==> src/rtl/ahb_pkg.sv <==
// Shared AHB encodings, slave FSM state type and timeout counter width for ahb_slave_if.
package ahb_pkg;

  localparam logic [1:0] HTRANS_IDLE   = 2'b00;
  localparam logic [1:0] HTRANS_BUSY   = 2'b01;
  localparam logic [1:0] HTRANS_NONSEQ = 2'b10;
  localparam logic [1:0] HTRANS_SEQ    = 2'b11;

  localparam logic [1:0] HRESP_OKAY  = 2'b00;
  localparam logic [1:0] HRESP_ERROR = 2'b01;
  localparam logic [1:0] HRESP_RETRY = 2'b10;
  localparam logic [1:0] HRESP_SPLIT = 2'b11;

  localparam logic [2:0] HSIZE_BYTE = 3'd0;
  localparam logic [2:0] HSIZE_HALF = 3'd1;
  localparam logic [2:0] HSIZE_WORD = 3'd2;

  localparam int CNT_W = 8;

  typedef enum logic [2:0] {
    ST_IDLE   = 3'd0,
    ST_CAPT   = 3'd1,
    ST_ACCESS = 3'd2,
    ST_RESP   = 3'd3,
    ST_ERR1   = 3'd4,
    ST_ERR2   = 3'd5
  } slv_state_t;

endpackage

==> src/rtl/ahb_slave_if_if.sv <==
// AHB bus bundle between the decoder/mux (master modport) and ahb_slave_if (slave modport).
interface ahb_slave_if_if;

  logic        HSEL;
  logic [31:0] HADDR;
  logic [1:0]  HTRANS;
  logic        HWRITE;
  logic [2:0]  HSIZE;
  logic [31:0] HWDATA;
  logic        HREADY;
  logic        HREADYOUT;
  logic [1:0]  HRESP;
  logic [31:0] HRDATA;

  modport master (
    output HSEL, HADDR, HTRANS, HWRITE, HSIZE, HWDATA, HREADY,
    input  HREADYOUT, HRESP, HRDATA
  );

  modport slave (
    input  HSEL, HADDR, HTRANS, HWRITE, HSIZE, HWDATA, HREADY,
    output HREADYOUT, HRESP, HRDATA
  );

endinterface

==> src/rtl/ahb_slv_align_chk.sv <==
// Combinational alignment check of an address phase: flags sizes above word and
// half/word accesses not aligned to their natural boundary.
module ahb_slv_align_chk
  import ahb_pkg::*;
(
  input  logic [1:0] haddr_i,
  input  logic [2:0] hsize_i,
  output logic       misalign_o
);

  always_comb begin
    misalign_o = 1'b0;
    if (hsize_i > HSIZE_WORD) begin
      misalign_o = 1'b1;
    end else if (hsize_i == HSIZE_HALF) begin
      misalign_o = haddr_i[0];
    end else if (hsize_i == HSIZE_WORD) begin
      misalign_o = |haddr_i;
    end
  end

endmodule

==> src/rtl/ahb_slave_if.sv <==
// AHB responder bridge: each accepted transfer becomes one LocalReq/LocalAck access (2 wait states min).
// Define AHB_SLV_ALIGN_CHK_EN to reject misaligned/oversized address phases with ERROR.
module ahb_slave_if
  import ahb_pkg::*;
#(
  parameter int TIMEOUT = 255
) (
  input  logic                CLK,
  input  logic                RST_N,
  ahb_slave_if_if.slave       bus,
  input  logic                Busy,
  output logic                LocalReq,
  output logic                LocalWr,
  output logic [31:0]         LocalAddr,
  output logic [2:0]          LocalSize,
  output logic [31:0]         LocalWData,
  input  logic [31:0]         LocalRData,
  input  logic                LocalAck,
  input  logic                LocalErr
);

  localparam logic [CNT_W-1:0] TO_LAST = CNT_W'(TIMEOUT - 1);

  slv_state_t       state_q, state_d;
  logic [1:0]       code_q, code_d;
  logic [CNT_W-1:0] cnt_q, cnt_d;
  logic [31:0]      hrdata_q, hrdata_d;
  logic [31:0]      addr_q, addr_d;
  logic [2:0]       size_q, size_d;
  logic             wr_q, wr_d;
  logic [31:0]      wdata_q, wdata_d;

  logic addr_vld;
  logic align_err;

  // Only NONSEQ/SEQ carry a transfer; IDLE/BUSY fall through to a zero-wait OKAY.
  assign addr_vld = bus.HSEL && bus.HREADY &&
                    ((bus.HTRANS == HTRANS_NONSEQ) || (bus.HTRANS == HTRANS_SEQ));

`ifdef AHB_SLV_ALIGN_CHK_EN
  ahb_slv_align_chk u_align_chk (
    .haddr_i    (bus.HADDR[1:0]),
    .hsize_i    (bus.HSIZE),
    .misalign_o (align_err)
  );
`else
  assign align_err = 1'b0;
`endif

  always_ff @(posedge CLK or negedge RST_N) begin
    if (!RST_N) begin
      state_q  <= ST_IDLE;
      code_q   <= HRESP_OKAY;
      cnt_q    <= '0;
      hrdata_q <= '0;
      addr_q   <= '0;
      size_q   <= '0;
      wr_q     <= 1'b0;
      wdata_q  <= '0;
    end else begin
      state_q  <= state_d;
      code_q   <= code_d;
      cnt_q    <= cnt_d;
      hrdata_q <= hrdata_d;
      addr_q   <= addr_d;
      size_q   <= size_d;
      wr_q     <= wr_d;
      wdata_q  <= wdata_d;
    end
  end

  always_comb begin
    state_d  = state_q;
    code_d   = code_q;
    cnt_d    = cnt_q;
    hrdata_d = hrdata_q;
    addr_d   = addr_q;
    size_d   = size_q;
    wr_d     = wr_q;
    wdata_d  = wdata_q;

    unique case (state_q)
      // States where the bus sees HREADYOUT=1 and may start the next transfer.
      ST_IDLE, ST_RESP, ST_ERR2: begin
        state_d = ST_IDLE;
        if (addr_vld) begin
          if (align_err) begin
            state_d = ST_ERR1;
            code_d  = HRESP_ERROR;
          end else if (Busy) begin
            state_d = ST_ERR1;
            code_d  = HRESP_RETRY;
          end else begin
            addr_d  = bus.HADDR;
            size_d  = bus.HSIZE;
            wr_d    = bus.HWRITE;
            state_d = ST_CAPT;
          end
        end
      end
      ST_CAPT: begin
        wdata_d = bus.HWDATA;
        cnt_d   = '0;
        state_d = ST_ACCESS;
      end
      ST_ACCESS: begin
        cnt_d = cnt_q + 1'b1;
        if (LocalAck) begin
          if (LocalErr) begin
            state_d = ST_ERR1;
            code_d  = HRESP_ERROR;
          end else begin
            if (!wr_q) begin
              hrdata_d = LocalRData;
            end
            state_d = ST_RESP;
          end
        end else if (cnt_q == TO_LAST) begin
          state_d = ST_ERR1;
          code_d  = HRESP_ERROR;
        end
      end
      ST_ERR1: begin
        state_d = ST_ERR2;
      end
      default: begin
        state_d = ST_IDLE;
      end
    endcase
  end

  // Outputs decode the registered state so an async reset clears them at once.
  always_comb begin
    bus.HREADYOUT = 1'b1;
    bus.HRESP     = HRESP_OKAY;
    LocalReq      = 1'b0;
    unique case (state_q)
      ST_CAPT:   bus.HREADYOUT = 1'b0;
      ST_ACCESS: begin
        bus.HREADYOUT = 1'b0;
        LocalReq      = 1'b1;
      end
      ST_ERR1: begin
        bus.HREADYOUT = 1'b0;
        bus.HRESP     = code_q;
      end
      ST_ERR2:   bus.HRESP = code_q;
      default:   bus.HREADYOUT = 1'b1;
    endcase
  end

  assign bus.HRDATA = hrdata_q;
  assign LocalWr    = wr_q;
  assign LocalAddr  = addr_q;
  assign LocalSize  = size_q;
  assign LocalWData = wdata_q;

endmodule

==> src/flat_wrapper.sv <==
// flat-port wrapper written by rule: the top's interface ports become plain ports
module ahb_slave_if_flat import ahb_pkg::*;
#(
  parameter int TIMEOUT = 255
)
  (CLK, RST_N, Busy, LocalReq, LocalWr, LocalAddr, LocalSize, LocalWData, LocalRData, LocalAck, LocalErr, bus_HSEL, bus_HADDR, bus_HTRANS, bus_HWRITE, bus_HSIZE, bus_HWDATA, bus_HREADY, bus_HREADYOUT, bus_HRESP, bus_HRDATA);
  ahb_slave_if_if bus_i ();
  input  logic CLK;
  input  logic RST_N;
  input  logic Busy;
  output logic LocalReq;
  output logic LocalWr;
  output logic [31:0] LocalAddr;
  output logic [2:0] LocalSize;
  output logic [31:0] LocalWData;
  input  logic [31:0] LocalRData;
  input  logic LocalAck;
  input  logic LocalErr;
  input wire logic [$bits(bus_i.HSEL)-1:0] bus_HSEL;
  input wire logic [$bits(bus_i.HADDR)-1:0] bus_HADDR;
  input wire logic [$bits(bus_i.HTRANS)-1:0] bus_HTRANS;
  input wire logic [$bits(bus_i.HWRITE)-1:0] bus_HWRITE;
  input wire logic [$bits(bus_i.HSIZE)-1:0] bus_HSIZE;
  input wire logic [$bits(bus_i.HWDATA)-1:0] bus_HWDATA;
  input wire logic [$bits(bus_i.HREADY)-1:0] bus_HREADY;
  output wire logic [$bits(bus_i.HREADYOUT)-1:0] bus_HREADYOUT;
  output wire logic [$bits(bus_i.HRESP)-1:0] bus_HRESP;
  output wire logic [$bits(bus_i.HRDATA)-1:0] bus_HRDATA;
  assign bus_i.HSEL = bus_HSEL;
  assign bus_i.HADDR = bus_HADDR;
  assign bus_i.HTRANS = bus_HTRANS;
  assign bus_i.HWRITE = bus_HWRITE;
  assign bus_i.HSIZE = bus_HSIZE;
  assign bus_i.HWDATA = bus_HWDATA;
  assign bus_i.HREADY = bus_HREADY;
  assign bus_HREADYOUT = bus_i.HREADYOUT;
  assign bus_HRESP = bus_i.HRESP;
  assign bus_HRDATA = bus_i.HRDATA;
  ahb_slave_if #(.TIMEOUT(TIMEOUT)) u_core (.CLK(CLK), .RST_N(RST_N), .bus(bus_i), .Busy(Busy), .LocalReq(LocalReq), .LocalWr(LocalWr), .LocalAddr(LocalAddr), .LocalSize(LocalSize), .LocalWData(LocalWData), .LocalRData(LocalRData), .LocalAck(LocalAck), .LocalErr(LocalErr));
endmodule
==> config.mk <==
export PLATFORM = sky130hd
export DESIGN_NAME = ahb_slave_if_flat
export DESIGN_NICKNAME = d
export VERILOG_FILES = /design/src/rtl/ahb_pkg.sv /design/src/rtl/ahb_slave_if_if.sv /design/src/rtl/ahb_slv_align_chk.sv /design/src/rtl/ahb_slave_if.sv /design/src/flat_wrapper.sv
export SDC_FILE = /design/constraint.sdc
export NUM_CORES = 1
export LEC_CHECK = 0
export BUFFER_PORTS_ARGS = -buffer_cell sky130_fd_sc_hd__buf_2
export CAP_MARGIN = 20
export CORE_MARGIN = 3
export CORE_UTILIZATION = 50
export CTS_BUF_LIST = sky130_fd_sc_hd__clkbuf_16
export CTS_CLUSTER_DIAMETER = 40
export DETAILED_ROUTE_END_ITERATION = 10
export HOLD_SLACK_MARGIN = 0.03
export PLACE_DENSITY = 0.85
export SLEW_MARGIN = 20
export SYNTH_ARGS = -nofsm -noshare
export SYNTH_HDL_FRONTEND = slang
export SYNTH_SLANG_ARGS = --single-unit
==> constraint.sdc <==
create_clock -name CLK -period 4.5 [get_ports CLK]
set_input_delay 0.9 -clock CLK [delete_from_list [all_inputs] [get_ports CLK]]
set_output_delay 0.9 -clock CLK [all_outputs]
set_load 0.005 [all_outputs]
==> impl_metrics.yaml, run 1 <==
outcome:
  run_status: "finished, final reports clean"
routing:
  drt-met1-wl_um: 3980
  met3RoutedLength_um: 820
  drt_pass1_iterations: 4
  dr.first_iter.drc_count: 119
  remaining_drc_errors: 0
  via_count: 3225
  highest-signal-layer: "met4"
  routed_wire_length_per_instance_um: 17.4
  postRouteWirelength_um: 11000
  vias_per_cell: 5.08
  ant_nets: 0
  wl_met2_um: 6100
hold_path:
  path_type_of_the_worst_min_delay_path: "flop to flop"
  hold_critical_path_depth: 1
  holdCritStartpoint: "u_core.code_q[1]"
  timing.hold.worst_endpoint: "u_core.code_q[1]"
die:
  num_io_pins: 213
  die_area_um2: 10300
  rows: 34
  die_w_um: 101
  die_h_um: 101
  starting_density_pct: 51.8
  core_area_um2: 8810
sta:
  hold_viol: 0
  timing.clock.skew_ps: 8.59
  worst_pin_slew_ps: 1070
  post-route-period-util_pct: 59.2
  timing.slew.headroom_pct: 28.8
  worst_hold_slack_ps: 494
  max_freq_mhz: 376
  rsz0062_at_grt: "false"
  report.final.setup_viol: 0
  timing_max_transition_violations_final: 0
  setup_tns_ps: 0
  layout_min_cycle_time_ps: 2660
clock_tree:
  clockBufferDepth: 2
  cts_tree: "built"
  cts_clock_pin_slew_for_the_worst_setup_and_hold_paths_ps: 50
  cts.sink_count: 113
  clock_tree.htree_level_count: 4
  clock_buffers_created_by_tritoncts: 17
  hold_buffers: 0
  post-cts-setup-buffer-count: 0
  cts_resized: 0
  clk_latency_ps: 400
  cts_root_buf: "clkbuf_16"
layout:
  multi_input_comb_area_um2: 1620
  layout-drive-gt1-share_pct: 66.0
  synthToLayoutAreaGrowth_pct: 38.2
  most-common-layout-cells: "buf_2, dfrtp_1, mux2_2"
  layout.area.seq_um2: 2830
  filler_cell_count: 597
  final_common_cell: "buf_2"
  antenna_cells_inserted: 0
  finalNetCount: 625
worst_setup_path:
  kind_of_cell_with_the_highest_combined_delay_on_the_critical_path: "simple AND/OR/NAND/NOR gates"
  crit-reg2reg-launch: "u_core.state_q[0]"
  cp_data_required_time_ps: 4770
  arrival_time_of_data_at_the_critical_path_endpoint_ps: 2930
  timing.critical_path.slowest_cell_delay_ps: 760
  critical_path_cell_by_cell: "or3b_4, inv_2, nand4_2, mux2_1"
  critPathLaunch: "u_core.state_q[0]"
  crit_slowest_cell: "nand4_2"
  timing.setup.critical_path_class: "flop to flop"
  critical_path_cell_count: 4
  timing.critical_path.from_type: "flop"
  critical_path.endpoint_type: "flop"
  critical_path.reg2reg.endpoint: "u_core.bus.HRDATA[4]"
  ff2ff_path_depth: 4
  crit_path_max_fo: 32
  setup_slack_reg_to_reg_ps: 1840
  wp_buf_inv: 1
synth:
  post_synth_main_area_contributors: "dfrtp_1, mux2_2, mux2_4"
  post-synth-top-area-fraction_pct: 62.0
  avgSynthCellArea_um2: 15.5
  yosysWarnings: 0
  yosysTopAreaCell: "dfrtp_1"
  syn-instance-count: 295
  synth-seq-cells: 113
  syn-num-nets: 406
  syn-cell-area_um2: 4560
  synth.yosys.seq_area_share_pct: 62.0
  post_synth_num_cell_types: 34
placement:
  detailedPlacementHpwl_um: 8140
  portBuffers: 211
  gpl.final_weighted_congestion: 0.776
power:
  power_density_nw_per_um2: 725
  vdd.ir_drop.worst_mv: 0.387
  power.leakage_nw: 3.32
global_route:
  grt_pass1_vias: 3518
  overflow: 0
  wire_length_of_the_first_global_routing_pass_um: 17500
  grtUsageTotal_pct: 22.5
  pin_count_of_the_biggest_net_entering_global_routing: 52
  initial_antenna_violation_count: 0
job:
  max_cap_violations: 0
-- metrics by stage --
step / worst slack, ps / power (mW) / instance area [um^2] / util, % / instances
3_3_place_gp: 1860 / 3.11 / 5680 / 64.5 / 603
5_1_grt: 1620 / 4.84 / 6300 / 71.6 / 635
3_5_place_dp: 1810 / 3.21 / 5680 / 64.5 / 603
6_report: 1840 / 4.57 / 6300 / 71.6 / 635
2_1_floorplan: 2550 / 2.51 / 4560 / - / 295
4_1_cts: 1800 / 4.63 / 6300 / 71.6 / 635
-- worst max path at each step --
stage                                end  slack (ps)
floorplan            u_core.LocalAddr[0]        2550
global placement    u_core.bus.HRDATA[4]        1860
detailed placement  u_core.bus.HRDATA[4]        1810
CTS                 u_core.bus.HRDATA[4]        1800
global route        u_core.bus.HRDATA[4]        1620
finish              u_core.bus.HRDATA[4]        1840
-- sequential cells by signal, summed over array words and instances, names as in the netlist --
signal and count:
u_core.LocalAddr 32, u_core.cnt_q 8, u_core.code_q 2, u_core.state_q 3, u_core.LocalWData 32, u_core.LocalWr 1, u_core.bus.HRDATA 32, u_core.LocalSize 3
-- cell families after synthesis --
kind of cell | Yosys count | synth area share [%]
AOI/OAI and AO/OA | 24 | 3.07
muxes | 102 | 27.6
and+or+nand+nor | 33 | 4.01
adders and majority gates | 3 | 0.768
DFF | 113 | 62.0
buffers and inverters | 20 | 2.52
-- metal layers --
metal | vias to the layer above | global-route usage (%)
met5 | - | 0
met4 | 0 | 7.16
met3 | 13 | 8.33
met2 | 133 | 40.2
met1 | 1589 | 24.7
li1 | 1490 | -
-- power breakdown --
part	switching (mW)	internal (mW)
Sequential	0.294	1.49
Combinational	0.546	0.854
Clock	0.463	0.921
-- area by class of cell --
| class | count | area share, % |
|---|---|---|
| clock buffers | 17 | 6.75 |
| clock inverters | 15 | 3.06 |
| inverters | 6 | 0.357 |
| multi-input cells | 162 | 25.7 |
| flip-flops and latches | 113 | 44.9 |
| well taps | 108 | 2.14 |
| repair buffers | 214 | 17.2 |
-- synth_stat cells --
| cell type | n |
|---|---|
| dfrtp_1 | 113 |
| nor2_1 | 1 |
| or3_1 | 1 |
| mux2_1 | 1 |
| inv_2 | 1 |
| buf_4 | 1 |
| mux2i_1 | 2 |
| nand4_1 | 3 |
| o22ai_1 | 1 |
| nor4_1 | 1 |
| nand3_1 | 6 |
| maj3_1 | 1 |
| ha_1 | 2 |
| o21bai_1 | 1 |
| inv_1 | 5 |
| o21ai_0 | 10 |
| nand4_2 | 1 |
| buf_6 | 4 |
| nand4b_1 | 1 |
| o211ai_1 | 1 |
| a21oi_1 | 6 |
| a21o_1 | 1 |
| buf_2 | 5 |
| nand2_1 | 10 |
| or3b_4 | 1 |
| o31ai_1 | 2 |
| o21a_1 | 1 |
| a41oi_1 | 1 |
| nor3_1 | 2 |
| and3_1 | 4 |
| mux2_4 | 30 |
| nor2b_1 | 2 |
| clkbuf_1 | 4 |
| mux2_2 | 69 |
(Power assumes the default switching activity.)
==> run 2: changes to the inputs <==
Settings changed: CORE_UTILIZATION 50 to 46, PLACE_DENSITY 0.85 to 0.79.
Clock period 4.5 ns to 2.6 ns, I/O delays scaled along.
==> run 2 against run 1 <==
Die area grew 8.2%. Final cell count grew 4.1%. First-iteration DRC count shrank 5.9%. Power grew 69%. Non-clock buffer count grew 5. Worst setup slack lost 1400 ps. Clock skew grew 0.56 ps. Wire length shrank 2.3%. Count of clock-buffer cells in the layout is the same. Critical endpoint is now LocalReq. Largest cell class unchanged.
==> impl_metrics.yaml, run 2 (synthesis results as in run 1) <==
sta:
  max_freq_mhz: 453
  report.final.setup_viol: 0
  layout_min_cycle_time_ps: 2210
  setup_tns_ps: 0
  post-route-period-util_pct: 84.9
  timing.clock.skew_ps: 9.15
  rsz0062_at_grt: "false"
  worst_hold_slack_ps: 87.6
  hold_viol: 0
  timing_max_transition_violations_final: 0
  worst_pin_slew_ps: 517
  timing.slew.headroom_pct: 65.6
worst_setup_path:
  arrival_time_of_data_at_the_critical_path_endpoint_ps: 1690
  timing.setup.critical_path_class: "flop to primary output"
  cp_data_required_time_ps: 2080
  crit_path_max_fo: 9
  critical_path.endpoint_type: "primary output"
  setup_slack_reg_to_reg_ps: 550
  timing.critical_path.from_type: "flop"
routing:
  highest-signal-layer: "met4"
  ant_nets: 0
  wl_met2_um: 5570
  dr.first_iter.drc_count: 112
  met3RoutedLength_um: 986
  remaining_drc_errors: 0
  routed_wire_length_per_instance_um: 16.3
  via_count: 3214
  vias_per_cell: 4.86
  postRouteWirelength_um: 10800
  drt-met1-wl_um: 4190
  drt_pass1_iterations: 4
layout:
  finalNetCount: 630
  final_common_cell: "buf_2"
  final_core_utilization_pct: 67.4
  antenna_cells_inserted: 0
  synthToLayoutAreaGrowth_pct: 39.2
  most-common-layout-cells: "buf_2, dfrtp_1, mux2_2"
  layout-drive-gt1-share_pct: 66.2
  finish.cell_count_without_fillers: 661
placement:
  place.detailed.instances: 629
  detailedPlacementHpwl_um: 8020
  gpl.final_weighted_congestion: 0.743
  portBuffers: 211
outcome:
  run_status: "finished, final reports clean"
die:
  die_area_um2: 11100
  rows: 35
  core_area_um2: 9420
  starting_density_pct: 48.4
  num_io_pins: 213
  die_h_um: 106
  die_w_um: 106
job:
  max_cap_violations: 0
global_route:
  grt_pass1_vias: 3465
  pin_count_of_the_biggest_net_entering_global_routing: 56
  wire_length_of_the_first_global_routing_pass_um: 17100
  initial_antenna_violation_count: 0
  grtUsageTotal_pct: 19.7
  overflow: 0
clock_tree:
  hold_buffers: 0
  cts_tree: "built"
  clockBufferDepth: 2
  post-cts-setup-buffer-count: 0
  cts_clock_pin_slew_for_the_worst_setup_and_hold_paths_ps: 60
  clk_latency_ps: 400
  cts_root_buf: "clkbuf_16"
  cts.sink_count: 113
  clock_buffers_created_by_tritoncts: 17
  cts_resized: 0
  clock_tree.htree_level_count: 4
power:
  power_density_nw_per_um2: 1220
  post-layout-total-power_mw: 7.71
  vdd.ir_drop.worst_mv: 0.687
  power.leakage_nw: 3.34
hold_path:
  path_type_of_the_worst_min_delay_path: "input pin to asynchronous set/reset pin"
run 2: layout make-up:
cell class	instances	area [um^2]
Timing Repair Buffer	219	1140
Multi-Input combinational cell	162	1620
Tap cell	129	161
Inverter	6	22.5
Clock buffer	17	425
Clock inverter	15	146
Fill cell	708	3070
Sequential cell	113	2830
run 2: final timing paths:
path | startpoint | to | cells after the start
min in group CLK | bus_HWDATA[11] | u_core.LocalWData[11] | 2
max in group asynchronous | RST_N | u_core.bus.HRDATA[7] | 2
worst max-delay path | u_core.state_q[0] | LocalReq | 4
worst min register to register | u_core.cnt_q[7] | u_core.cnt_q[7] | 1
worst max register to register | u_core.state_q[0] | u_core.LocalSize[2] | 5
worst min-delay path | RST_N | u_core.LocalWData[25] | 1
run 2: critical path: stages (launching register included):
cell and delay, ps:
dfrtp_1 440, buf_4 200, or3b_4 410, inv_2 110, buf_2 130
run 2: metrics by stage:
stage | setup WS, ps | instance area (um^2)
2_1_floorplan | 801 | 4560
5_1_grt | 324 | 6340
6_report | 393 | 6340
3_5_place_dp | 550 | 5770
3_3_place_gp | 621 | 5770
4_1_cts | 387 | 6340
run 2: per-layer routing:
layer	global-route usage, %	vias up
li1	-	1499
met1	22.3	1568
met2	33.7	145
met3	8.70	2
met4	6.01	0
met5	0	-
run 2: report_power, final:
part	switching, mW	total [mW]	internal [mW]
Combinational	0.959	2.46	1.50
Clock	0.797	2.20	1.40
Sequential	0.475	3.06	2.58
==> run 3: changes to the inputs <==
Clock period 2.6 ns to 2.2 ns, I/O delays scaled along.
==> run 3 against run 2 <==
Count of clock-buffer cells in the layout stayed put. Combinational power rose by 18%. Sequential share of layout area shrank 0.13 points. Power grew 19%. Flip-flop and latch count did not move. Sequential power up 17%. Worst hold slack gained 180 ps. First-iteration DRC count decreased by 11%. Worst setup slack lost 310 ps. Via count fell by 0.72%. Final area grew 0.30%. Highest routed layer is now met5. Global-route usage down 0.37 points.
==> impl_metrics.yaml, run 3 (synthesis results as in run 1) <==
outcome:
  run_status: "finished, final reports clean"
die:
  rows: 35
  core_area_um2: 9420
  die_area_um2: 11100
  num_io_pins: 213
  starting_density_pct: 48.4
  die_h_um: 106
  die_w_um: 106
placement:
  place.detailed.instances: 630
  gpl.final_weighted_congestion: 0.747
  detailedPlacementHpwl_um: 7780
  portBuffers: 211
  dpl-instance-area_um2: 5770
  place_ws_ps: 212
sta:
  rsz0062_at_grt: "false"
  worst_hold_slack_ps: 265
  worst_pin_slew_ps: 512
  timing_max_transition_violations_final: 0
  hold_viol: 0
  timing.clock.skew_ps: 10.3
  setup_tns_ps: 0
  setup_slack_ps: 86.9
  timing.slew.headroom_pct: 65.6
  max_freq_mhz: 473
  layout_min_cycle_time_ps: 2110
  report.final.setup_viol: 0
  post-route-period-util_pct: 96.1
worst_setup_path:
  crit_path_max_fo: 8
  wp_buf_inv: 3
  kind_of_cell_with_the_highest_combined_delay_on_the_critical_path: "flip-flops"
  timing.setup.critical_path_class: "flop to primary output"
  ff2ff_path_depth: 6
  timing.critical_path.from_type: "flop"
  timing.critical_path.slowest_cell_delay_ps: 440
  critical_path.reg2reg.endpoint: "u_core.bus.HRDATA[4]"
  crit-reg2reg-launch: "u_core.state_q[0]"
  critical_path_cell_count: 4
  cp_data_required_time_ps: 1760
  critical_path.endpoint_type: "primary output"
  arrival_time_of_data_at_the_critical_path_endpoint_ps: 1670
  crit_slowest_cell: "dfrtp_1"
  critical_path_cell_by_cell: "buf_4, or3b_4, inv_2, buf_2"
  setup_slack_reg_to_reg_ps: 220
routing:
  via_count: 3191
  dr.first_iter.drc_count: 100
  remaining_drc_errors: 0
  drt_pass1_iterations: 4
  postRouteWirelength_um: 10400
  routed_wire_length_per_instance_um: 15.7
  ant_nets: 0
  vias_per_cell: 4.81
clock_tree:
  cts.sink_count: 113
  cts_resized: 0
  clk_latency_ps: 400
  cts_tree: "built"
  clock_tree.htree_level_count: 4
  cts_clock_pin_slew_for_the_worst_setup_and_hold_paths_ps: 50
  clock_buffers_created_by_tritoncts: 17
  cts_root_buf: "clkbuf_16"
  clockBufferDepth: 2
job:
  max_cap_violations: 0
layout:
  layout-drive-gt1-share_pct: 66.3
  final_core_utilization_pct: 67.6
  fin_area_um2: 6360
  finalNetCount: 632
  antenna_cells_inserted: 0
  synthToLayoutAreaGrowth_pct: 39.6
  most-common-layout-cells: "buf_2, dfrtp_1, mux2_2"
  finish.cell_count_without_fillers: 663
  final_common_cell: "buf_2"
global_route:
  wire_length_of_the_first_global_routing_pass_um: 16900
  pin_count_of_the_biggest_net_entering_global_routing: 56
  overflow: 0
  grtUsageTotal_pct: 19.3
  grt_pass1_vias: 3432
  initial_antenna_violation_count: 1
hold_path:
  path_type_of_the_worst_min_delay_path: "input pin to flop"
  timing.hold.worst_endpoint: "u_core.bus.HRDATA[4]"
  holdCritStartpoint: "LocalRData[4]"
  hold_critical_path_depth: 2
power:
  power.leakage_nw: 3.34
  power_density_nw_per_um2: 1440
  post-layout-total-power_mw: 9.17
  vdd.ir_drop.worst_mv: 0.882
## run 3: changes by cell type in the layout (fill, tap and decap cells not counted)
cell / delta
buf_12: -1
buf_4: +2
clkinv_1: +1
clkinv_2: -3
clkinv_4: -1
clkinvlp_4: +2
dlygate4sd3_1: +1
inv_1: -2
inv_6: +3
## run 3: what timing repair did
| item | in CTS | in global routing |
|---|---|---|
| hold endpoints to repair | 33 | 0 |
| buffers inserted | 0 | 0 |
| hold buffers | 1 | 0 |
## run 3: metal layers
layer / global-route usage, % / up-vias / routed length, um
met1: 23.0 / 1537 / 4080
li1: - / 1505 / -
met2: 32.7 / 138 / 5340
met3: 7.29 / 9 / 910
met4: 5.83 / 2 / 89
met5: 0 / - / 7
## run 3: cell type report
| class | instances | area, um^2 |
|---|---|---|
| clock buffer | 17 | 425 |
| clock inverter | 15 | 160 |
| fill | 687 | 3050 |
| inverter | 6 | 22.5 |
| multi-input combinational | 162 | 1620 |
| sequential | 113 | 2830 |
| tap | 129 | 161 |
| timing repair buffer | 221 | 1150 |
## run 3: worst max path at each step
stage / from / endpoint / slack (ps)
2_1_floorplan: u_core.state_q[1] / u_core.LocalAddr[0] / 400
3_3_place_gp: u_core.state_q[0] / u_core.bus.HRDATA[4] / 260
3_5_place_dp: u_core.state_q[0] / u_core.bus.HRDATA[4] / 210
4_1_cts: u_core.state_q[0] / LocalReq / 70
5_1_grt: u_core.state_q[0] / LocalReq / 6
6_report: u_core.state_q[0] / LocalReq / 90
## run 3: worst reg2reg max path: stages, from the launching register on
cell,delay [ps]
dfrtp_1,440
buf_4,190
or3b_4,410
inv_2,120
nand4_2,100
buf_4,260
mux2_1,360
## run 3: where the power goes
group / switching (mW) / total [mW] / internal [mW]
Combinational: 1.13 / 2.91 / 1.78
Clock: 0.990 / 2.67 / 1.68
Sequential: 0.534 / 3.59 / 3.05
Total: 2.66 / 9.17 / 6.51
